===== src/rtl/bcd_pkg.sv =====
// Shared constants and types for the BCD complement datapath.
package bcd_pkg;

    localparam int               BCD_W   = 4;
    localparam logic [BCD_W-1:0] BCD_MAX = 4'd9;

    localparam logic NINES = 1'b0;
    localparam logic TENS  = 1'b1;

    typedef enum logic [1:0] {
        IDLE = 2'd0,
        RUN  = 2'd1,
        DONE = 2'd2
    } state_e;

    // Digit index needs at least one bit even for a single-digit build.
    function automatic int idx_width(input int digits);
        return (digits > 1) ? $clog2(digits) : 1;
    endfunction

endpackage


===== src/rtl/bcd_digit_complement.sv =====
// One-digit combinational complement cell: r = (9 - d) + carry_in, with
// a decimal carry at r = 10 and an invalid flag for non-BCD digits.
module bcd_digit_complement
    import bcd_pkg::*;
(
    input  logic [BCD_W-1:0] digit_i,
    input  logic             carry_i,
    output logic [BCD_W-1:0] digit_o,
    output logic             carry_o,
    output logic             invalid_o
);

    logic [BCD_W:0] sum;

    // NOTE: every output gets a default before the conditionals, so no latch can be inferred.
    always_comb begin
        sum       = {1'b0, BCD_MAX - digit_i} + {{BCD_W{1'b0}}, carry_i};
        invalid_o = (digit_i > BCD_MAX);
        digit_o   = sum[BCD_W-1:0];
        carry_o   = 1'b0;
        if (invalid_o) begin
            digit_o = '0;
        end else if (sum == (BCD_W+1)'(10)) begin
            digit_o = '0;
            carry_o = 1'b1;
        end
    end

endmodule


===== src/rtl/bcd_complement_serial.sv =====
// Digit-serial nine's/ten's BCD complementer with valid/ready handshakes;
// one digit per clock, least significant first, carry rippled through a register.
module bcd_complement_serial
    import bcd_pkg::*;
#(
    parameter int DIGITS = 4
) (
    input  logic                  clk,
    input  logic                  rst_n,
    input  logic                  in_valid,
    output logic                  in_ready,
    input  logic [BCD_W*DIGITS-1:0] in_data,
    input  logic                  in_mode,
    output logic                  out_valid,
    input  logic                  out_ready,
    output logic [BCD_W*DIGITS-1:0] out_data,
    output logic                  out_carry,
    output logic                  out_err
);

    localparam int               W        = BCD_W * DIGITS;
    localparam int               IDX_W    = idx_width(DIGITS);
    localparam logic [IDX_W-1:0] LAST_IDX = IDX_W'(DIGITS - 1);

    state_e           state_q, state_d;
    logic [W-1:0]     operand_q, operand_d;
    logic [W-1:0]     result_q, result_d;
    logic             mode_q, mode_d;
    logic             carry_q, carry_d;
    logic             err_q, err_d;
    logic [IDX_W-1:0] idx_q, idx_d;

    logic [BCD_W-1:0] cur_digit;
    logic [BCD_W-1:0] cell_digit;
    logic             cell_carry;
    logic             cell_invalid;

    assign cur_digit = operand_q[int'(idx_q)*BCD_W +: BCD_W];

    bcd_digit_complement u_cell (
        .digit_i   (cur_digit),
        .carry_i   (carry_q),
        .digit_o   (cell_digit),
        .carry_o   (cell_carry),
        .invalid_o (cell_invalid)
    );

    always_comb begin
        state_d   = state_q;
        operand_d = operand_q;
        result_d  = result_q;
        mode_d    = mode_q;
        carry_d   = carry_q;
        err_d     = err_q;
        idx_d     = idx_q;
        case (state_q)
            IDLE: begin
                if (in_valid) begin
                    operand_d = in_data;
                    mode_d    = in_mode;
                    carry_d   = in_mode;
                    err_d     = 1'b0;
                    idx_d     = '0;
                    state_d   = RUN;
                end
            end
            RUN: begin
                result_d[int'(idx_q)*BCD_W +: BCD_W] = cell_digit;
                carry_d = cell_carry;
                if (cell_invalid) begin
                    err_d = 1'b1;
                end
                if (idx_q == LAST_IDX) begin
                    state_d = DONE;
                end else begin
                    idx_d = idx_q + 1'b1;
                end
            end
            DONE: begin
                if (out_ready) begin
                    state_d = IDLE;
                end
            end
            default: state_d = IDLE;
        endcase
    end

    // NOTE: sequential state uses non-blocking assignments so all registers update together at the edge.
    always_ff @(posedge clk) begin
        if (!rst_n) begin
            state_q   <= IDLE;
            operand_q <= '0;
            result_q  <= '0;
            mode_q    <= NINES;
            carry_q   <= 1'b0;
            err_q     <= 1'b0;
            idx_q     <= '0;
        end else begin
            state_q   <= state_d;
            operand_q <= operand_d;
            result_q  <= result_d;
            mode_q    <= mode_d;
            carry_q   <= carry_d;
            err_q     <= err_d;
            idx_q     <= idx_d;
        end
    end

    // Handshake outputs decode registered state only; out_ready never reaches in_ready.
    assign in_ready  = (state_q == IDLE);
    assign out_valid = (state_q == DONE);
    assign out_data  = result_q;
    assign out_carry = carry_q & (mode_q == TENS);
    assign out_err   = err_q;

endmodule

===== config.mk =====
export PLATFORM = sky130hd
export DESIGN_NAME = bcd_complement_serial
export DESIGN_NICKNAME = d
export VERILOG_FILES = /design/src/rtl/bcd_pkg.sv /design/src/rtl/bcd_digit_complement.sv /design/src/rtl/bcd_complement_serial.sv
export SDC_FILE = /design/constraint.sdc
export NUM_CORES = 1
export LEC_CHECK = 0
export ABC_AREA = 1
export CAP_MARGIN = 20
export CORE_ASPECT_RATIO = 1.2
export CORE_MARGIN = 2
export CORE_UTILIZATION = 54
export DETAILED_ROUTE_END_ITERATION = 10
export GPL_ROUTABILITY_DRIVEN = 0
export PLACE_DENSITY_LB_ADDON = 0.05
export REMOVE_ABC_BUFFERS = 1
export SLEW_MARGIN = 10
export SYNTH_ARGS = -nofsm -noshare
export SYNTH_HDL_FRONTEND = slang
export SYNTH_SLANG_ARGS = --single-unit

===== constraint.sdc =====
create_clock -name clk -period 4.5 [get_ports clk]
set_clock_uncertainty 0.1 [all_clocks]
set_input_delay 0.9 -clock clk [delete_from_list [all_inputs] [get_ports clk]]
set_output_delay 0.9 -clock clk [all_outputs]
set_load 0.005 [all_outputs]

==> flow_summary.json, run 1 <==
{
  "status": "completed",
  "fin_hold_ws_ns": 0.363,
  "worst_pin_slew_ns": 0.830,
  "rows": 24,
  "ir_worst_vdd_mv": 0.187,
  "dp_hpwl_um": 2820,
  "yosysTopAreaCell": "dfxtp_1",
  "r2r_slack_ns": 1.79,
  "cp.arrival_ns": 2.84,
  "drcViolationCount": 0,
  "reg2regPathDepth": 13,
  "rsz0062_at_grt": "false",
  "setup_viol": 0,
  "die_area_um2": 4140,
  "ant_nets": 0,
  "drv_cap": 0,
  "wirelength_um": 3760,
  "coreArea_um2": 3570,
  "start_util_pct": 55.0,
  "antenna_cells": 0,
  "htree_num_levels": 2,
  "worst_r2r_startpoint": "idx_q[0]$_SDFFE_PN0P_",
  "p_switching_uw": 244,
  "cts_root_buf": "clkbuf_8",
  "synth_edf_count": 0,
  "vias": 1728,
  "synth_cell_types": 28,
  "grt_usage_pct": 20.7,
  "critPathRequiredTime_ns": 4.62,
  "hp-class": "reg2reg",
  "hold_start": "out_data[11]$_SDFFE_PN0P_",
  "netlist.area_leader.share_pct": 39.7,
  "insertion_delay_ns": 0.29,
  "pwr-share-clk_pct": 29.3,
  "grt_max_degree": 23,
  "period_share_pct": 60.3,
  "ys_ff_latch": 39,
  "antenna_found_initial": 0,
  "clk_pin_slew_worst_paths_ns": 0.08,
  "synth_area_um2": 1970,
  "yosys-top-cells-count": "nor2_1, nand2_1, dfxtp_1",
  "fp.dieW_um": 59.1,
  "ys.flop_type": "dfxtp_1",
  "crit_path_max_fanout": 19,
  "max_slew_margin_pct": 44.6,
  "hold_viol_final": 0,
  "cts_tree": "built",
  "fmax_mhz": 369,
  "grt_pass1_vias": 1572,
  "async_flop_share_pct": 0,
  "route.detailed.wl_per_inst_um": 11.3,
  "cts.repair.resized": 0,
  "worstReg2RegEnd": "out_data[7]$_SDFFE_PN0P_",
  "area_growth_pct": 24.2,
  "fin_setup_tns_ns": 0,
  "post_cts_buffers": 0,
  "worstHoldEndpoint": "out_data[11]$_SDFFE_PN0P_",
  "p_leak_uw": 0.000959,
  "drive_above_1_share_pct": 14.2,
  "ctsLongestPathBuffers": 2,
  "grt_pass1_wl_um": 6620,
  "cts_sinks": 39,
  "synth_area_per_cell_um2": 7.71,
  "drt_iter0_drc": 65,
  "endpoint_kind": "flop",
  "die_h_um": 70.1,
  "critPathLaunchType": "flop",
  "swShare_pct": 30.9,
  "cts_hold_buffers": 0,
  "synth-seq-area-share_pct": 39.7,
  "holdPathStages": 2,
  "cts_buffers": 5,
  "nets": 324,
  "synth_warnings": 0,
  "p_int_uw": 545,
  "fin_crit_ns": 2.71,
  "critPathKind": "reg2reg",
  "power_density_nw_per_um2": 323,
  "p_comb_share_pct": 22.6,
  "synth.most_common_cell": "nor2_1",
  "viasPerCell": 5.17,
  "synthTopCellsByArea": "dfxtp_1, nor2_1, nand2_1, ha_1, a21oi_1",
  "maxSlewViolCount": 0,
  "seqPwrFrac_pct": 48.1,
  "io_buffers": 40,
  "drt-pass1-iter-count": 4,
  "pin_count": 41,
  "syn_inst": 255,
  "overflow": 0
}
critical path, cell delays in order (launching register included):
cell and delay (ns):
dfxtp_1 0.87, nand2_1 0.12, a32o_1 0.28, ha_1 0.19, ha_1 0.19, nand2_1 0.08
inv_2 0.04, nor2_1 0.14, nor2_1 0.09, nand2_4 0.09, nand2_2 0.06, nor2_4 0.12
nand4_1 0.10, a21oi_1 0.17
power by group through the flow:
| stage | logic (µW) | registers [µW] | clock network (µW) |
|---|---|---|---|
| final | 178 | 380 | 231 |
| after global routing | 199 | 383 | 252 |
| after CTS | 179 | 380 | 235 |
| after detailed placement | 179 | 388 | 0 |
| after global placement | 176 | 388 | 0 |
| after floorplan | 127 | 384 | 0 |
final cells by class:
class | instances | area [µm²]
Fill cell | 323 | 1130
Multi-Input combinational cell | 186 | 1030
Sequential cell | 39 | 781
Timing Repair Buffer | 41 | 408
Inverter | 21 | 86.3
Clock buffer | 6 | 72.6
Tap cell | 39 | 48.8
Clock inverter | 2 | 12.5
cell families (layout without fill, tap and decap cells):
| family | after synthesis | after routing | share of synthesized area [%] |
|---|---|---|---|
| and+or+nand+nor | 135 | 135 | 34.7 |
| buffers and inverters | 30 | 70 | 7.76 |
| adders and majority gates | 9 | 9 | 5.73 |
| AOI/OAI and AO/OA | 42 | 42 | 12.2 |
| DFF | 39 | 39 | 39.7 |
flip-flops by register name, summed over array words and instances (netlist names):
register and count:
idx_q 2, operand_q 16, out_err 1, carry_q 1
mode_q 1, state_q 2, out_data 16
per-layer routing:
layer  global-route usage, %  share of wire (%)
met2                    34.3                 50
met1                    24.0                 44
met4                    10.4                2.9
met3                    5.37                3.6
met5                       0                  0
how the worst max path moves through the flow:
stage / startpoint / end / slack [ns]
3_5_place_dp: idx_q[0]$_SDFFE_PN0P_ / out_data[7]$_SDFFE_PN0P_ / 1.86
5_1_grt: idx_q[0]$_SDFFE_PN0P_ / out_data[14]$_SDFFE_PN0P_ / 1.59
6_report: idx_q[0]$_SDFFE_PN0P_ / out_data[7]$_SDFFE_PN0P_ / 1.79
4_1_cts: idx_q[0]$_SDFFE_PN0P_ / out_data[7]$_SDFFE_PN0P_ / 1.84
3_3_place_gp: idx_q[0]$_SDFFE_PN0P_ / out_data[14]$_SDFFE_PN0P_ / 1.94
2_1_floorplan: idx_q[0]$_SDFFE_PN0P_ / out_data[13]$_SDFFE_PN0P_ / 2.18
layout by cell type, fill, tap and decap left out, types with 9 or more instances in the layout:
master / instances
dfxtp_1: 39
o21ai_1: 16
a21oi_1: 17
clkdlybuf4s50_1: 40
ha_1: 9
inv_2: 9
nand2_1: 44
nor2_1: 53
inv_1: 9
nand3_1: 10
stage by stage:
stage	setup WS, ns	instance area, µm²	total power [µW]	util, %	instances
3_5_place_dp	1.86	2360	567	66.0	326
4_1_cts	1.84	2440	795	68.3	334
6_report	1.79	2440	790	68.3	334
2_1_floorplan	2.18	1900	511	-	246
3_3_place_gp	1.94	2360	564	66.0	326
5_1_grt	1.59	2440	834	68.3	334
Power figures use the tool's default switching activity.
==> inputs of run 2 (changes only) <==
- CORE_UTILIZATION: 54 -> 50
- clock period: 4.5 -> 2.58 ns (I/O delays scaled with it)
==> flow_summary.json, run 2 (synthesized netlist as in run 1, its figures left out) <==
{
  "status": "completed",
  "fin_hold_ws_ns": 0.363,
  "insertion_delay_ns": 0.29,
  "r2r_slack_ns": 0.19,
  "grt_max_degree": 23,
  "maxSlewViolCount": 0,
  "period_share_pct": 92.5,
  "antenna_found_initial": 0,
  "rows": 24,
  "worstReg2RegEnd": "carry_q$_SDFFE_PN0P_",
  "cts_buffers": 5,
  "vias": 1747,
  "p_leak_uw": 0.000975,
  "clk_pin_slew_worst_paths_ns": 0.07,
  "place_inst": 343,
  "cts_hold_buffers": 0,
  "cts_root_buf": "clkbuf_8",
  "route.detailed.wl_per_inst_um": 11.4,
  "cp.arrival_ns": 2.51,
  "critPathLaunchType": "flop",
  "power_density_nw_per_um2": 548,
  "pin_count": 41,
  "drive_above_1_share_pct": 14.8,
  "cts_tree": "built",
  "viasPerCell": 5.01,
  "drt_iter0_drc": 48,
  "endpoint_kind": "flop",
  "rsz0062_at_grt": "false",
  "dp_hpwl_um": 3110,
  "seqPwrFrac_pct": 48.5,
  "area_growth_pct": 25.9,
  "die_h_um": 72.7,
  "worst_r2r_startpoint": "idx_q[0]$_SDFFE_PN0P_",
  "nets": 328,
  "wirelength_um": 3980,
  "io_buffers": 40,
  "antenna_cells": 0,
  "fp.dieW_um": 61.3,
  "pwr-share-clk_pct": 27.6,
  "ir_worst_vdd_mv": 0.384,
  "reg2regPathDepth": 10,
  "grt_pass1_vias": 1570,
  "p_int_uw": 948,
  "hp-class": "reg2reg",
  "p_comb_share_pct": 23.9,
  "start_util_pct": 53.3,
  "fin_crit_ns": 2.39,
  "drv_cap": 0,
  "die_area_um2": 4450,
  "final_common_cell": "nor2_1",
  "final_cells": 349,
  "max_slew_margin_pct": 62.4,
  "p_switching_uw": 410,
  "critPathKind": "reg2reg",
  "ctsLongestPathBuffers": 2,
  "htree_num_levels": 2,
  "grt_usage_pct": 20.2,
  "hold_viol_final": 0,
  "worstHoldEndpoint": "out_data[13]$_SDFFE_PN0P_",
  "fmax_mhz": 419,
  "hold_start": "out_data[13]$_SDFFE_PN0P_",
  "swShare_pct": 30.2,
  "crit_path_max_fanout": 11,
  "final_cell_mix": "nor2_1, nand2_1, clkdlybuf4s50_1, dfxtp_1, a21oi_1",
  "worst_pin_slew_ns": 0.560,
  "holdPathStages": 2,
  "setup_viol": 0,
  "drt-pass1-iter-count": 4,
  "grt_pass1_wl_um": 6770,
  "fin_setup_tns_ns": 0,
  "post_cts_buffers": 0,
  "overflow": 0,
  "ant_nets": 0,
  "cts.repair.resized": 0,
  "critPathRequiredTime_ns": 2.70,
  "coreArea_um2": 3690,
  "drcViolationCount": 0,
  "fin_util_pct": 67.0,
  "cts_sinks": 39
}
## run 2: cell count changes in the layout (fill, tap and decap cells not counted), sizes merged
cell      before  now
clkinv         2    1
clkinvlp       1    0
buf            1    5
## run 2: cell type report
| cell class | instances | area (µm²) |
|---|---|---|
| Clock buffer | 6 | 72.6 |
| Fill cell | 345 | 1220 |
| Timing Repair Buffer | 45 | 438 |
| Sequential cell | 39 | 781 |
| Inverter | 21 | 86.3 |
| Tap cell | 52 | 65.1 |
| Multi-Input combinational cell | 186 | 1030 |
## run 2: worst max-delay path by stage
| stage | slack (ns) | startpoint | depth (start not counted) | to |
|---|---|---|---|---|
| finish | 0.19 | idx_q[0]$_SDFFE_PN0P_ | 10 | carry_q$_SDFFE_PN0P_ |
| global route | 0.02 | idx_q[0]$_SDFFE_PN0P_ | 14 | out_data[13]$_SDFFE_PN0P_ |
| CTS | 0.20 | idx_q[0]$_SDFFE_PN0P_ | 10 | carry_q$_SDFFE_PN0P_ |
| detailed placement | 0.21 | idx_q[0]$_SDFFE_PN0P_ | 10 | carry_q$_SDFFE_PN0P_ |
| global placement | 0.26 | idx_q[0]$_SDFFE_PN0P_ | 11 | out_data[13]$_SDFFE_PN0P_ |
| floorplan | 0.26 | idx_q[0]$_SDFFE_PN0P_ | 11 | out_data[13]$_SDFFE_PN0P_ |
## run 2: per-stage QoR
stage	cell area (µm²)	setup slack, ns	power (µW)
2_1_floorplan	1900	0.257	891
6_report	2480	0.193	1360
5_1_grt	2480	0.0237	1430
4_1_cts	2480	0.201	1370
3_3_place_gp	2400	0.262	990
3_5_place_dp	2400	0.212	997
## run 2: metal layers
layer	global-route usage, %	part of all wire (%)	vias to the layer above
li1	-	-	914
met1	21.6	42	772
met2	35.5	51	48
met3	5.50	4.7	13
met4	9.66	2.8	0
met5	0	0	-
## run 2: power by group through the flow
stage	Sequential, µW	Combinational (µW)	Clock (µW)
3_5_place_dp	672	324	0
4_1_cts	658	326	386
6_report	658	325	375
5_1_grt	662	362	407
3_3_place_gp	671	319	0
2_1_floorplan	670	221	0
## run 2: worst max-delay path: stages, from the launching register on
cell and delay, ns:
dfxtp_1 0.61, nand2_1 0.10, a32o_1 0.26, ha_1 0.19, ha_1 0.32, nand2_1 0.06, nor2_1 0.18, nand2_4 0.08
nor2_4 0.15, nand3_1 0.13, a21oi_1 0.15
